<file path="config.mk">
export PLATFORM = sky130hd
export DESIGN_NAME = act_fetch_resp
export DESIGN_NICKNAME = d
export VERILOG_FILES = /design/src/rtl/act_fetch_resp_pkg.sv /design/src/rtl/act_req_cnt.sv /design/src/rtl/act_fetch_resp.sv
export SDC_FILE = /design/constraint.sdc
export NUM_CORES = 1
export LEC_CHECK = 0
export ABC_AREA = 1
export ABC_CLOCK_PERIOD_IN_PS = 1620
export CORE_UTILIZATION = 46
export CTS_CLUSTER_SIZE = 16
export DETAILED_ROUTE_END_ITERATION = 8
export GPL_TIMING_DRIVEN = 0
export PLACE_DENSITY = 0.83
export SYNTH_ARGS = -nofsm -noshare
export SYNTH_HDL_FRONTEND = slang
export SYNTH_SLANG_ARGS = --single-unit
</file>
<file path="constraint.sdc">
create_clock -name clk -period 1.62 [get_ports clk]
set_input_delay 0.243 -clock clk [delete_from_list [all_inputs] [get_ports clk]]
set_output_delay 0.243 -clock clk [all_outputs]
set_load 0.03 [all_outputs]
</file>
<file path="src/rtl/act_fetch_resp_pkg.sv">
// Shared definitions for the activation fetch responder: default widths,
// FSM state encoding and the pending-counter width helper.
package act_fetch_resp_pkg;

  localparam int ACT_WIDTH_DEF  = 64;
  localparam int ADDR_WIDTH_DEF = 10;
  localparam int REQ_DEPTH_DEF  = 4;

  typedef enum logic [1:0] {
    ST_IDLE = 2'd0,
    ST_WAIT = 2'd1,
    ST_RD   = 2'd2
  } fetch_state_e;

  // Bits needed to count 0..depth inclusive.
  function automatic int cnt_width(input int depth);
    return $clog2(depth + 1);
  endfunction

endpackage

</file>
<file path="src/rtl/act_req_cnt.sv">
// Pending-request counter: up on request, down on issue, saturates at DEPTH
// and raises a sticky overflow flag when a request arrives while full.
module act_req_cnt
  import act_fetch_resp_pkg::*;
#(
  parameter int DEPTH = REQ_DEPTH_DEF
) (
  input  logic                          clk,
  input  logic                          rst_n,
  input  logic                          i_inc,
  input  logic                          i_dec,
  output logic [cnt_width(DEPTH)-1:0]   o_cnt,
  output logic                          o_ovf
);

  localparam int CW = cnt_width(DEPTH);

  logic [CW-1:0] r_cnt;
  logic          r_ovf;
  logic          w_full;

  assign w_full = (r_cnt == CW'(DEPTH));

  always_ff @(posedge clk or negedge rst_n) begin
    if (!rst_n) begin
      r_cnt <= '0;
      r_ovf <= 1'b0;
    end else begin
      // NOTE: registers use non-blocking assignment so every flop samples pre-edge values.
      if (i_inc && !i_dec) begin
        if (w_full) r_ovf <= 1'b1;
        else        r_cnt <= r_cnt + CW'(1);
      end else if (i_dec && !i_inc && (r_cnt != '0)) begin
        r_cnt <= r_cnt - CW'(1);
      end
    end
  end

  assign o_cnt = r_cnt;
  assign o_ovf = r_ovf;

endmodule

</file>
<file path="src/rtl/act_fetch_resp.sv">
// Activation fetch responder: turns fetch pulses into ping-pong SRAM reads,
// returns each word with a GetAct strobe and releases banks after a frame.
module act_fetch_resp
  import act_fetch_resp_pkg::*;
#(
  parameter int ACT_WIDTH  = ACT_WIDTH_DEF,
  parameter int ADDR_WIDTH = ADDR_WIDTH_DEF,
  parameter int REQ_DEPTH  = REQ_DEPTH_DEF
) (
  input  logic                  clk,
  input  logic                  rst_n,
  input  logic [ADDR_WIDTH-1:0] CFG_NumWrd,
  input  logic                  CTRLACT_PlsFetch,
  output logic                  CTRLACT_GetAct,
  output logic [ACT_WIDTH-1:0]  ActDat,
  input  logic [1:0]            BankFull,
  output logic [1:0]            BankRls,
  output logic                  SramRdEn,
  output logic                  SramRdBank,
  output logic [ADDR_WIDTH-1:0] SramRdAddr,
  input  logic [ACT_WIDTH-1:0]  SramRdDat,
  output logic                  ErrOvf
);

  localparam int CW = cnt_width(REQ_DEPTH);

  fetch_state_e          r_state, w_state_nxt;
  logic                  r_ptr;
  logic [ADDR_WIDTH-1:0] r_addr;
  logic [ADDR_WIDTH-1:0] r_num_wrd;
  logic [1:0]            r_bank_full;
  logic                  r_rd_last;
  logic                  r_dat_vld;
  logic                  r_dat_last;
  logic                  r_dat_bank;
  logic [CW-1:0]         w_pending;
  logic                  w_ovf;
  logic                  w_pend_nz;
  logic                  w_pend_one;
  logic                  w_issue;
  logic                  w_wrap;

  act_req_cnt #(.DEPTH(REQ_DEPTH)) u_req_cnt (
    .clk   (clk),
    .rst_n (rst_n),
    .i_inc (CTRLACT_PlsFetch),
    .i_dec (w_issue),
    .o_cnt (w_pending),
    .o_ovf (w_ovf)
  );

  assign ErrOvf     = w_ovf;
  assign w_pend_nz  = (w_pending != '0);
  assign w_pend_one = (w_pending == CW'(1));

  // The first read of a burst issues on the WAIT decision cycle itself, so the
  // registered SRAM strobe lands in the first RD cycle.
  assign w_issue = w_pend_nz &&
                   (((r_state == ST_WAIT) && r_bank_full[r_ptr]) || (r_state == ST_RD));
  assign w_wrap  = w_issue && (r_addr == r_num_wrd);

  always_ff @(posedge clk or negedge rst_n) begin
    if (!rst_n) r_state <= ST_IDLE;
    else        r_state <= w_state_nxt;
  end

  always_comb begin
    // NOTE: default first so no path leaves w_state_nxt unassigned and no latch is inferred.
    w_state_nxt = r_state;
    case (r_state)
      ST_IDLE: if (w_pend_nz || CTRLACT_PlsFetch) w_state_nxt = ST_WAIT;
      ST_WAIT, ST_RD: begin
        if (w_issue) begin
          if (w_pend_one && !CTRLACT_PlsFetch)       w_state_nxt = ST_IDLE;
          else if (w_wrap && !r_bank_full[~r_ptr])   w_state_nxt = ST_WAIT;
          else                                       w_state_nxt = ST_RD;
        end else if (r_state == ST_RD) begin
          w_state_nxt = ST_IDLE;
        end
      end
      default: w_state_nxt = ST_IDLE;
    endcase
  end

  // BankFull is registered once; a loader rise reaches the FSM a cycle later.
  always_ff @(posedge clk or negedge rst_n) begin
    if (!rst_n) begin
      r_bank_full <= 2'b00;
      r_num_wrd   <= '0;
    end else begin
      r_bank_full <= BankFull;
      if (r_state == ST_IDLE) r_num_wrd <= CFG_NumWrd;
    end
  end

  always_ff @(posedge clk or negedge rst_n) begin
    if (!rst_n) begin
      SramRdEn   <= 1'b0;
      SramRdBank <= 1'b0;
      SramRdAddr <= '0;
      r_addr     <= '0;
      r_ptr      <= 1'b0;
      r_rd_last  <= 1'b0;
    end else begin
      SramRdEn  <= w_issue;
      r_rd_last <= w_wrap;
      if (w_issue) begin
        SramRdBank <= r_ptr;
        SramRdAddr <= r_addr;
        if (w_wrap) begin
          r_addr <= '0;
          r_ptr  <= ~r_ptr;
        end else begin
          r_addr <= r_addr + ADDR_WIDTH'(1);
        end
      end
    end
  end

  // Release travels with the final read so it pulses on that word's GetAct.
  always_ff @(posedge clk or negedge rst_n) begin
    if (!rst_n) begin
      r_dat_vld      <= 1'b0;
      r_dat_last     <= 1'b0;
      r_dat_bank     <= 1'b0;
      CTRLACT_GetAct <= 1'b0;
      ActDat         <= '0;
      BankRls        <= 2'b00;
    end else begin
      r_dat_vld      <= SramRdEn;
      r_dat_last     <= SramRdEn && r_rd_last;
      r_dat_bank     <= SramRdBank;
      CTRLACT_GetAct <= r_dat_vld;
      if (r_dat_vld) ActDat <= SramRdDat;
      BankRls[0]     <= r_dat_vld && r_dat_last && !r_dat_bank;
      BankRls[1]     <= r_dat_vld && r_dat_last &&  r_dat_bank;
    end
  end

endmodule

</file>
==> summary.md <==
| Metric | Value |
|---|---|
| Post-layout minimum cycle time | 1.57 ns |
| Crit path capture type | flop |
| Final Util | 0.691 |
| Input/output buffers | 158 |
| # setup viols final | 0 |
| CP Data Arrival Time | 1.87 ns |
| Final slew viol count | 0 |
| Final instance area | 0.00685 mm2 |
| Via count | 4250 |
| R2R Path Start | r_state[1] |
| Mapped Nets | 636 |
| Wire per inst | 14.4 um |
| CP startpoint kind | flop |
| Cts bufs inserted | 9 |
| Clock transition at path regs | 0.10 ns |
| Initial core utilization | 0.482 |
| DIE WIDTH | 104 um |
| Yosys reg bits | 112 |
| Routed WL | 12500 um |
| R2R cell count | 10 |
| Dpl hpwl | 8990 um |
| Die area | 0.0108 mm2 |
| DR iter-0 viols | 288 |
| Mapped Cells | 547 |
| Power Total | 13600 uW |
| GR Overflow Total | 0 |
| Hold WC Path Type | in2reg |
| Layout cells sized above 1 | 0.105 |
| WS Path Type | reg2reg |
| Worst Tran Pin Value | 0.744 ns |
| Maximum number of pins on one net before global-route repair | 58 |
| Hold Path Sink | r_bank_full[0] |
| WP data required | 1.92 ns |
| FF-to-FF End | r_addr[6] |
| Total clock sinks | 112 |
| Slew HR | 0.504 |
| Outcome | finished, final reports clean |
| # DRC | 0 |
| Antenna diodes | 0 |
| ANT nets after route | 0 |
| Core ar. | 0.00991 mm2 |
| Distinct cells, synth | 30 |
| GRT Util Overall | 0.236 |
| Die Y | 104 um |
| Initial DRT Pass Iterations | 6 |
| Period utilisation layout | 0.972 |
| Fillers | 817 |
| Max-Cap Viols | 0 |
| Leading cell type in the layout, fill and taps excluded | nand2_1 |
| Yosys warnings | 0 |
| Placed insts | 839 |
| TNS Setup | 0 ns |
| Post-Synthesis Cell Area | 0.00478 mm2 |
| VDD IR max | 1060 uV |
| Pwr/cell area | 1990 mW/mm2 |
| Reg-to-reg setup timing slack | 0.05 ns |
| Area Overhead vs Synth | 43.4% |
| Commonest cells after routing, fill and taps aside | nand2_1, dfrtp_1, dlygate4sd2_1, clkdlybuf4s50_1, inv_1 |
| # H-tree levels | 3 |
| WHS Path Cells | 1 |
| Vias/cell | 4.91 |
| First-pass GRT wire length | 20200 um |
| Leak | 0.00365 uW |
| Vias in the first global route | 4320 |
| Register area share after synthesis | 0.587 |
| Row cnt | 36 |
| Root Buffer Master | clkbuf_8 |
| Gp weighted congestion | 0.848 |
| Worst-Skew Late Latency | 0.38 ns |
| Initial antenna violation count | 0 |
| I/O pin count | 159 |
| Post-Route Skew | 0.00967 ns |
| Placed cell area | 0.00655 mm2 |
| CP Max Fanout | 8 |
| Avg Cell Area, Syn | 8.73 um2 |
| CTS tree | built |
| Nets@finish | 816 |
| Final Hold Vio Count | 0 |
| Hold_sp | BankFull[0] |
| Fmax | 635 MHz |
| CTS Buffer Depth | 2 |
| Post-Layout Cell Count | 865 |
## routing by layer
| metal | global-route usage | routed length (um) | vias up | share of wire |
|---|---|---|---|---|
| met3 | 0.0307 | 744 | 21 | 0.060 |
| met5 | 0 | 0 | - | 0 |
| li1 | - | - | 2030 | - |
| met4 | 0.0949 | 238 | 0 | 0.019 |
| met1 | 0.284 | 5000 | 2034 | 0.40 |
| met2 | 0.429 | 6490 | 165 | 0.52 |
## worst max path at each step
| stage | endpoint | slack, ns | start | cells after the start |
|---|---|---|---|---|
| 6_report | r_addr[6] | 0.05 | r_state[1] | 10 |
| 3_5_place_dp | SramRdAddr[2] | -0.07 | r_state[0] | 7 |
| 4_1_cts | r_addr[6] | 0.00004 | r_state[1] | 10 |
| 2_1_floorplan | SramRdAddr[3] | 0.20 | u_req_cnt.o_cnt[0] | 8 |
| 3_3_place_gp | ActDat[38] | -3.77 | rst_n | 1 |
| 5_1_grt | r_addr[6] | -0.05 | r_state[1] | 10 |
## state kept, by name, indices dropped and copies added, names as in the netlist, 2 cells and up
register,count
u_req_cnt.o_cnt,3
ActDat,64
r_state,2
r_num_wrd,10
r_addr,10
r_bank_full,2
BankRls,2
SramRdAddr,10
## per-stage QoR
stage / hold WS, ns / setup slack [ns]
after detailed placement: 0.356 / -0.0727
after global placement: 0.398 / -3.77
after floorplan: -0.0526 / 0.203
final: 0.313 / 0.0458
after global routing: 0.302 / -0.0538
after CTS: 0.302 / 0.0000420
## cell families after synthesis
kind of cell	Yosys count	share of synthesized area
muxes	1	0.00236
xor gates and xnor gates	10	0.0183
and+or+nand+nor	326	0.284
DFF	112	0.587
AOI/OAI and AO/OA	30	0.0320
buffers and inverters	58	0.0500
adders and majority gates	10	0.0262
## final cells by class
type                    count  area (um2)  share of cell area
well taps                 133         166              0.0243
repair buffers            169        1580               0.231
flip-flops and latches    112        2800               0.409
clock buffers              10         138              0.0201
clock inverters             6         130              0.0190
inverters                  39         149              0.0217
plain buffers              19         108              0.0157
multi-input cells         377        1770               0.258
## worst max-delay path, cell delays in order, from the launching register on
cell	delay, ns
dfrtp_1	0.45
inv_2	0.12
ha_4	0.14
nand3_2	0.06
nand2_2	0.11
nand2_4	0.10
inv_4	0.10
buf_8	0.13
nand2_2	0.07
nand2_1	0.07
nor3b_2	0.15
## cell usage after synthesis
| cell | instances | area share |
|---|---|---|
| nand2_1 | 280 | 0.22 |
| dfrtp_1 | 112 | 0.59 |
| inv_1 | 29 | 0.023 |
| o21ai_0 | 18 | 0.019 |
| clkbuf_1 | 14 | 0.011 |
| ha_1 | 10 | 0.026 |
| inv_2 | 9 | 0.0071 |
| nor2_1 | 9 | 0.0071 |
| xor2_1 | 9 | 0.017 |
| nand3_1 | 8 | 0.0084 |
| o21ai_1 | 8 | 0.0084 |
| nand2_2 | 5 | 0.0065 |
| nor2_2 | 5 | 0.0065 |
| nor3_1 | 4 | 0.0042 |
| a21oi_1 | 3 | 0.0031 |
| nand4_1 | 3 | 0.0039 |
| buf_1 | 2 | 0.0016 |
| buf_6 | 2 | 0.0047 |
| nand2_4 | 2 | 0.0047 |
| nand3_2 | 2 | 0.0042 |
| nand3b_1 | 2 | 0.0031 |
| nor2_4 | 2 | 0.0047 |
| nor3b_2 | 2 | 0.0052 |
| buf_4 | 1 | 0.0016 |
| inv_4 | 1 | 0.0013 |
| mux2_2 | 1 | 0.0024 |
| nor3_2 | 1 | 0.0021 |
| nor3_4 | 1 | 0.0034 |
| o21bai_1 | 1 | 0.0016 |
| xnor2_1 | 1 | 0.0018 |
## report_power, final
group / total [uW] / switching [uW] / internal [uW]
registers: 4620 / 674 / 3940
logic: 6860 / 4530 / 2330
clock network: 2130 / 913 / 1220
total: 13600 / 6120 / 7490
## repair_timing
item / in CTS / in global routing
setup endpoints to repair: 98 / 56
hold buffers: 1 / 0
endpoints found under the hold margin: 55 / 0
resized for setup: 85 / 19
setup buffers: 3 / 6
pin swaps: 1 / 4
Power figures use the tool's default switching activity.
